### src/rtl/pwm_compare_deadtime_pkg.sv
// Shared types for the PWM compare / dead-time channel: carrier modes, enable,
// shadow load points and the dead-time FSM encoding.
package pwm_compare_deadtime_pkg;

  localparam int PWMCOUNT_WIDTH = 16;

  typedef enum logic [1:0] {
    NO_COUNT,
    COUNT_UP,
    COUNT_DOWN,
    COUNT_UPDOWN
  } _count_mode;

  typedef enum logic {
    PWM_OFF,
    PWM_ON
  } _pwm_onoff;

  typedef enum logic [1:0] {
    LOAD_ZERO,
    LOAD_PERIOD,
    LOAD_BOTH,
    LOAD_IMMEDIATE
  } _load_mode;

  typedef enum logic [1:0] {
    S_OFF,
    S_H_ON,
    S_L_ON,
    S_DT
  } _state_dt;

  // A leg with no running carrier or an empty period has nothing to compare against.
  function automatic logic pwm_disabled(input _pwm_onoff onoff, input _count_mode mode,
                                        input logic period_zero);
    return (onoff == PWM_OFF) || (mode == NO_COUNT) || period_zero;
  endfunction

endpackage

### src/rtl/pwm_shadow_reg.sv
// Shadow register with carrier zero/peak event detection; the active value is
// refreshed at the chosen carrier event, or every cycle in immediate mode.
module pwm_shadow_reg
  import pwm_compare_deadtime_pkg::*;
#(
  parameter int W = PWMCOUNT_WIDTH
) (
  input  logic      clk,
  input  logic      reset,
  input  logic [W-1:0] cnt_i,
  input  logic [W-1:0] top_i,
  input  logic [W-1:0] value_i,
  input  _load_mode load_mode_i,
  input  logic      disabled_i,
  output logic [W-1:0] value_o,
  output logic      load_evt_o
);

  logic [W-1:0] cnt_q;
  logic [W-1:0] value_q, value_d;
  logic         evt_q, evt_d;
  logic         zero_evt, top_evt;

  // Edge-qualified so a carrier dwelling at 0 or at the top fires only once.
  assign zero_evt = (cnt_i == '0) && (cnt_q != '0);
  assign top_evt  = (cnt_i == top_i) && (cnt_q != top_i);

  always_comb begin
    value_d = value_q;
    evt_d   = 1'b0;
    if (disabled_i) begin
      value_d = value_i;
    end else begin
      unique case (load_mode_i)
        LOAD_ZERO: begin
          if (zero_evt) begin
            value_d = value_i;
            evt_d   = 1'b1;
          end
        end
        LOAD_PERIOD: begin
          if (top_evt) begin
            value_d = value_i;
            evt_d   = 1'b1;
          end
        end
        LOAD_BOTH: begin
          if (zero_evt || top_evt) begin
            value_d = value_i;
            evt_d   = 1'b1;
          end
        end
        LOAD_IMMEDIATE: begin
          value_d = value_i;
          evt_d   = (value_i != value_q);
        end
      endcase
    end
  end

  always_ff @(posedge clk or posedge reset) begin
    if (reset) begin
      cnt_q   <= '0;
      value_q <= '0;
      evt_q   <= 1'b0;
    end else begin
      cnt_q   <= cnt_i;
      value_q <= value_d;
      evt_q   <= evt_d;
    end
  end

  assign value_o    = value_q;
  assign load_evt_o = evt_q;

endmodule

### src/rtl/pwm_compare_deadtime.sv
// One PWM leg: carrier vs shadowed compare, then a complementary high/low gate
// pair separated by a programmable both-off dead time.
module pwm_compare_deadtime
  import pwm_compare_deadtime_pkg::*;
#(
  parameter int CNT_W = PWMCOUNT_WIDTH,
  parameter int DT_W  = 10
) (
  input  logic             clk,
  input  logic             reset,
  input  logic [CNT_W-1:0] carrier,
  input  logic [CNT_W-1:0] period,
  input  _count_mode       count_mode,
  input  _pwm_onoff        pwm_onoff,
  input  logic [CNT_W-1:0] compare,
  input  _load_mode        load_mode,
  input  logic [DT_W-1:0]  deadtime,
  output logic             pwm_h,
  output logic             pwm_l,
  output logic [CNT_W-1:0] cmp_active,
  output logic             load_evt
);

  logic            disabled;
  logic            raw_q, raw_d1_q;
  logic [DT_W-1:0] dt_cnt_q, dt_cnt_d;
  _state_dt        state_q, state_d, side_sel;
  logic            pwm_h_q, pwm_h_d, pwm_l_q, pwm_l_d;
  logic            dt_zero;

  assign disabled = pwm_disabled(pwm_onoff, count_mode, period == '0);

  pwm_shadow_reg #(.W(CNT_W)) u_cmp_shadow (
    .clk         (clk),
    .reset       (reset),
    .cnt_i       (carrier),
    .top_i       (period),
    .value_i     (compare),
    .load_mode_i (load_mode),
    .disabled_i  (disabled),
    .value_o     (cmp_active),
    .load_evt_o  (load_evt)
  );

  assign dt_zero  = (deadtime == '0);
  assign side_sel = raw_q ? S_H_ON : S_L_ON;

  always_ff @(posedge clk or posedge reset) begin
    if (reset) begin
      raw_q    <= 1'b0;
      raw_d1_q <= 1'b0;
      state_q  <= S_OFF;
      dt_cnt_q <= '0;
      pwm_h_q  <= 1'b0;
      pwm_l_q  <= 1'b0;
    end else begin
      raw_q    <= (carrier < cmp_active);
      raw_d1_q <= raw_q;
      state_q  <= state_d;
      dt_cnt_q <= dt_cnt_d;
      pwm_h_q  <= pwm_h_d;
      pwm_l_q  <= pwm_l_d;
    end
  end

  // The counter runs deadtime..1, so S_DT lasts exactly deadtime cycles; a zero
  // dead time bypasses S_DT and swaps sides on the same edge.
  always_comb begin
    state_d  = state_q;
    dt_cnt_d = dt_cnt_q;
    if (disabled) begin
      state_d  = S_OFF;
      dt_cnt_d = '0;
    end else begin
      unique case (state_q)
        S_OFF: begin
          if (dt_zero) begin
            state_d = side_sel;
          end else begin
            state_d  = S_DT;
            dt_cnt_d = deadtime;
          end
        end
        S_H_ON: begin
          if (!raw_q) begin
            if (dt_zero) begin
              state_d = S_L_ON;
            end else begin
              state_d  = S_DT;
              dt_cnt_d = deadtime;
            end
          end
        end
        S_L_ON: begin
          if (raw_q) begin
            if (dt_zero) begin
              state_d = S_H_ON;
            end else begin
              state_d  = S_DT;
              dt_cnt_d = deadtime;
            end
          end
        end
        S_DT: begin
          if (raw_q != raw_d1_q) begin
            if (dt_zero) begin
              state_d  = side_sel;
              dt_cnt_d = '0;
            end else begin
              dt_cnt_d = deadtime;
            end
          end else if (dt_cnt_q <= DT_W'(1)) begin
            state_d  = side_sel;
            dt_cnt_d = '0;
          end else begin
            dt_cnt_d = dt_cnt_q - DT_W'(1);
          end
        end
      endcase
    end
  end

  // Gates are registered from the next state so they change on the same edge.
  always_comb begin
    pwm_h_d = (state_d == S_H_ON);
    pwm_l_d = (state_d == S_L_ON);
  end

  assign pwm_h = pwm_h_q;
  assign pwm_l = pwm_l_q;

endmodule

### config.mk
export PLATFORM = sky130hd
export DESIGN_NAME = pwm_compare_deadtime
export DESIGN_NICKNAME = d
export VERILOG_FILES = /design/src/rtl/pwm_compare_deadtime_pkg.sv /design/src/rtl/pwm_shadow_reg.sv /design/src/rtl/pwm_compare_deadtime.sv
export SDC_FILE = /design/constraint.sdc
export NUM_CORES = 1
export LEC_CHECK = 0
export ABC_CLOCK_PERIOD_IN_PS = 6000
export BUFFER_PORTS_ARGS = -buffer_cell sky130_fd_sc_hd__clkbuf_2
export CORE_MARGIN = 4
export CORE_UTILIZATION = 57
export CTS_CLUSTER_SIZE = 12
export DETAILED_ROUTE_END_ITERATION = 16
export PLACE_DENSITY = 0.84
export SYNTH_ARGS = -nofsm -noshare
export SYNTH_HDL_FRONTEND = slang
export SYNTH_SLANG_ARGS = --single-unit
### constraint.sdc
create_clock -name clk -period 6 [get_ports clk]
set_input_delay 0.3 -clock clk [delete_from_list [all_inputs] [get_ports clk]]
set_output_delay 0.3 -clock clk [all_outputs]
set_load 0.01 [all_outputs]
==> Implementation_results.wiki <==
{| class="wikitable"
! Metric !! Value
|-
| Outcome || complete, no violations
|-
| Peak supply drop || 0.155 mV
|-
| Synth Area per Inst || 10.5 um2
|-
| Number of nets in the finished design || 464
|-
| Maximum buffer depth of the clock tree || 2
|-
| Post-layout util || 70.3%
|-
| DRC violation count after routing || 0
|-
| Area added between synthesis and finish || 17.9%
|-
| Gates resized, CTS repair || 0
|-
| Share of Yosys cell area claimed by the top area cell type || 39.5%
|-
| Net Switching || 0.000276 W
|-
| Primary FF master, synth || sky130_fd_sc_hd__dfrtp_1
|-
| Final Slew Violations || 0
|-
| Reg-to-reg critical path endpoint || u_cmp_shadow.value_o[3]
|-
| Max H-tree Level || 2
|-
| Average via count per standard cell || 5.86
|-
| Number of instances in the synthesized netlist || 296
|-
| P_leak || 1.76 nW
|-
| Achievable clock frequency || ~0.39 GHz
|-
| Post-Route WL || between 7000 and 8000 um
|-
| Cell at the slowest stage of the critical path || sky130_fd_sc_hd__o22a_1
|-
| Post-Syn Area || 3100 um2
|-
| Latest clock arrival within the worst-skew pair || 290 ps
|-
| HPWL Detailed || 6280 um
|-
| Die outline area || ~6700 um2
|-
| Syn. warnings || 0
|-
| Synthesized netlist net count || 378
|-
| Register bit total from synthesis || 49
|-
| Proportion of layout cells with a drive suffix above 1 || 31.2%
|-
| P per Cell Area || 232 nW/um2
|-
| Number of buffers inserted to repair setup after CTS || 0
|-
| Sequential power share || a little under half
|-
| Critical Path End Type || flip-flop
|-
| Cell family with most CP delay || simple AND/OR/NAND/NOR gates
|-
| Worst path bufs/invs || 0
|-
| WHS Path Cells || 1
|-
| Number of flops mapped to enable cells by yosys || 0
|-
| Drt first-iter violations || 188
|-
| Startpoint of the lowest-slack register-to-register path || u_cmp_shadow.cnt_q[1]
|-
| Relative contribution of combinational cells to total power || 30.5%
|-
| Delay contributed by the slowest stage of the critical path || 510 ps
|-
| Data arrival time at the worst-slack endpoint || 2740 ps
|-
| Boundary pin count || 84
|-
| Routed wire per std cell || around 17 um
|-
| Setup TNS || 0 ps
|-
| Reg2Reg Setup Slack || 3440 ps
|-
| Startpoint of the most critical hold path || carrier[1]
|-
| Die Width || roughly 82 um
|-
| Via Count || 2648
|-
| Cell taking the most area after synthesis || sky130_fd_sc_hd__dfrtp_1
|-
| Port bufs || 83
|-
| Worst Tran Pin Value || 1010 ps
|-
| Cell chain of the critical path || nor4_1 > and4_1 > nor2_1 > or3_2 > o22a_1 > mux2_4
|-
| Switching share of power || approximately 32%
|-
| Ratio of final minimum period to clock period || 42.6%
|-
| # diodes || 0
|-
| CTS buffer count || 5
|-
| Endpoint, Worst Hold || u_cmp_shadow.cnt_q[1]
|-
| Initial cell density of the core || between 50 and 60%
|-
| Number of max-cap violations || 0
|-
| Setup violations, final || 0
|-
| Worst R2R Path Depth || 6
|-
| Post-synthesis sequential area ratio || 39.5%
|-
| Internal Dissipation || 0.000574 W
|-
| Unique masters post-synth || 48
|-
| Setup repair after global routing missed its margin || false
|-
| Clock Tree Root || sky130_fd_sc_hd__clkbuf_8
|-
| Routability congestion estimate || 0.914
|-
| Worst setup path category || reg2reg
|-
| Die height || 81.8 um
|-
| Largest fanout on the critical path || 16
|-
| Worst min-delay path class || in2reg
|-
| Overflow after GRT || 0
|-
| Clock Power Share || 22.7%
|-
| Clock sink total || 49
|-
| Total number of placement rows || 26
|-
| Largest clock skew in the final design || 4.49 ps
|-
| Setup crit start kind || flip-flop
|-
| Clock tree from TritonCTS || done
|-
| DRT Pass-1 Iters || 4
|-
| Pin count of the biggest net entering global routing || 50
|-
| Top area cells in the synthesized netlist || sky130_fd_sc_hd__dfrtp_1 40%, sky130_fd_sc_hd__xnor2_1 9.3%, sky130_fd_sc_hd__ha_1 6.9%
|-
| Clock transition at the registers of the reported paths || 80 ps
|-
| First-pass GRT wire length || 12600 um
|-
| Placeable core region || 5200 um2
|-
| Number of global-route vias before repair || between 2000 and 3000
|-
| Final hold violation count || 0
|-
| Fraction of synthesis flops using an asynchronous set or reset pin || 100%
|-
| Global Route Usage Sum || between 20% and 30%
|-
| Antenna-violating nets left || 0
|-
| WP data required || 6180 ps
|-
| Initial antenna violation count || 0
|-
| Min Clock Period, post-route || 2560 ps
|-
| Post-CTS Hold Buffers || 0
|-
| Normalized max-slew margin || 32.7%
|}
-- metrics by stage --
stage          setup WS, ps  hold WS, ps  std cells  cell area, um2  power, W
3_5_place_dp           3210          474        445            3570  0.000659
2_1_floorplan          3870          331        296            3100  0.000569
5_1_grt                3360          165        452            3660  0.000900
6_report               3440          170        452            3660  0.000850
3_3_place_gp           3240          468        445            3570  0.000649
4_1_cts                3440          165        452            3660  0.000853
-- flip-flops by register name (all words and copies together) (netlist names) --
register and cells:
raw_d1_q 1, raw_q 1, dt_cnt_q 10, u_cmp_shadow.cnt_q 16, pwm_h 1, u_cmp_shadow.value_o 16
pwm_l 1, u_cmp_shadow.load_evt_o 1, state_q 2
-- routing by layer --
layer	up-vias	GRT usage (%)	part of all wire, %
li1	1255	-	-
met1	1276	34.3	44
met2	105	40.0	48
met5	-	0	0
met4	0	8.64	1.5
met3	12	3.40	6.4
-- cell families (layout without fill, tap and decap cells) --
family | Yosys count | after routing | synth area share, %
and+or+nand+nor | 86 | 86 | 16.4
xor gates and xnor gates | 52 | 52 | 14.7
AOI/OAI and AO/OA | 50 | 50 | 11.3
DFF | 49 | 49 | 39.5
buffers and inverters | 25 | 111 | 3.87
adders and majority gates | 17 | 17 | 6.85
muxes | 17 | 17 | 7.38
-- how the worst max path moves through the flow --
stage | start | endpoint | slack, ps | cells after the start
floorplan | u_cmp_shadow.cnt_q[2] | u_cmp_shadow.value_o[10] | 3870 | 8
global placement | period[11] | u_cmp_shadow.value_o[15] | 3240 | 8
detailed placement | period[11] | u_cmp_shadow.value_o[0] | 3210 | 8
CTS | u_cmp_shadow.cnt_q[1] | u_cmp_shadow.value_o[11] | 3440 | 6
global route | u_cmp_shadow.cnt_q[13] | u_cmp_shadow.value_o[11] | 3360 | 6
finish | u_cmp_shadow.cnt_q[1] | u_cmp_shadow.value_o[3] | 3440 | 6
-- final cells by class --
cell class / instances / area (um2)
flip-flops and latches: 49 / 1230
clock buffers: 7 / 86.3
fillers: 412 / 1550
inverters: 19 / 71.3
multi-input cells: 222 / 1760
repair buffers: 85 / 430
well taps: 70 / 87.6
-- synthesized netlist by cell type (7+ instances only) --
cell                       n
sky130_fd_sc_hd__nor3_1    7
sky130_fd_sc_hd__nand4_1  10
sky130_fd_sc_hd__nor2_1   18
sky130_fd_sc_hd__nand2_1   7
sky130_fd_sc_hd__ha_1     17
sky130_fd_sc_hd__o21ai_0   9
sky130_fd_sc_hd__mux2_4   10
sky130_fd_sc_hd__a22oi_1   8
sky130_fd_sc_hd__nor4_1   18
sky130_fd_sc_hd__xor2_1   19
sky130_fd_sc_hd__inv_1    19
sky130_fd_sc_hd__xnor2_1  33
sky130_fd_sc_hd__mux2_2    7
sky130_fd_sc_hd__dfrtp_1  49
-- power by group through the flow --
stage	sequential, W	combinational (W)	clock [W]
final	0.000398	0.000259	0.000193
after floorplan	0.000400	0.000170	0
after global placement	0.000402	0.000247	0
after global routing	0.000402	0.000287	0.000211
after detailed placement	0.000403	0.000257	0
after CTS	0.000397	0.000260	0.000196
-- cells in the final DEF, fill, tap and decap left out, types with 8 or more instances in the layout --
cell                       count
sky130_fd_sc_hd__xor2_1       19
sky130_fd_sc_hd__nand4_1      10
sky130_fd_sc_hd__xnor2_1      33
sky130_fd_sc_hd__nor2_1       18
sky130_fd_sc_hd__a22oi_1       8
sky130_fd_sc_hd__mux2_4       10
sky130_fd_sc_hd__o21ai_0       9
sky130_fd_sc_hd__dfrtp_1      49
sky130_fd_sc_hd__ha_1         17
sky130_fd_sc_hd__inv_1        18
sky130_fd_sc_hd__nor4_1       18
sky130_fd_sc_hd__clkbuf_2     83
(Power assumes the default switching activity.)
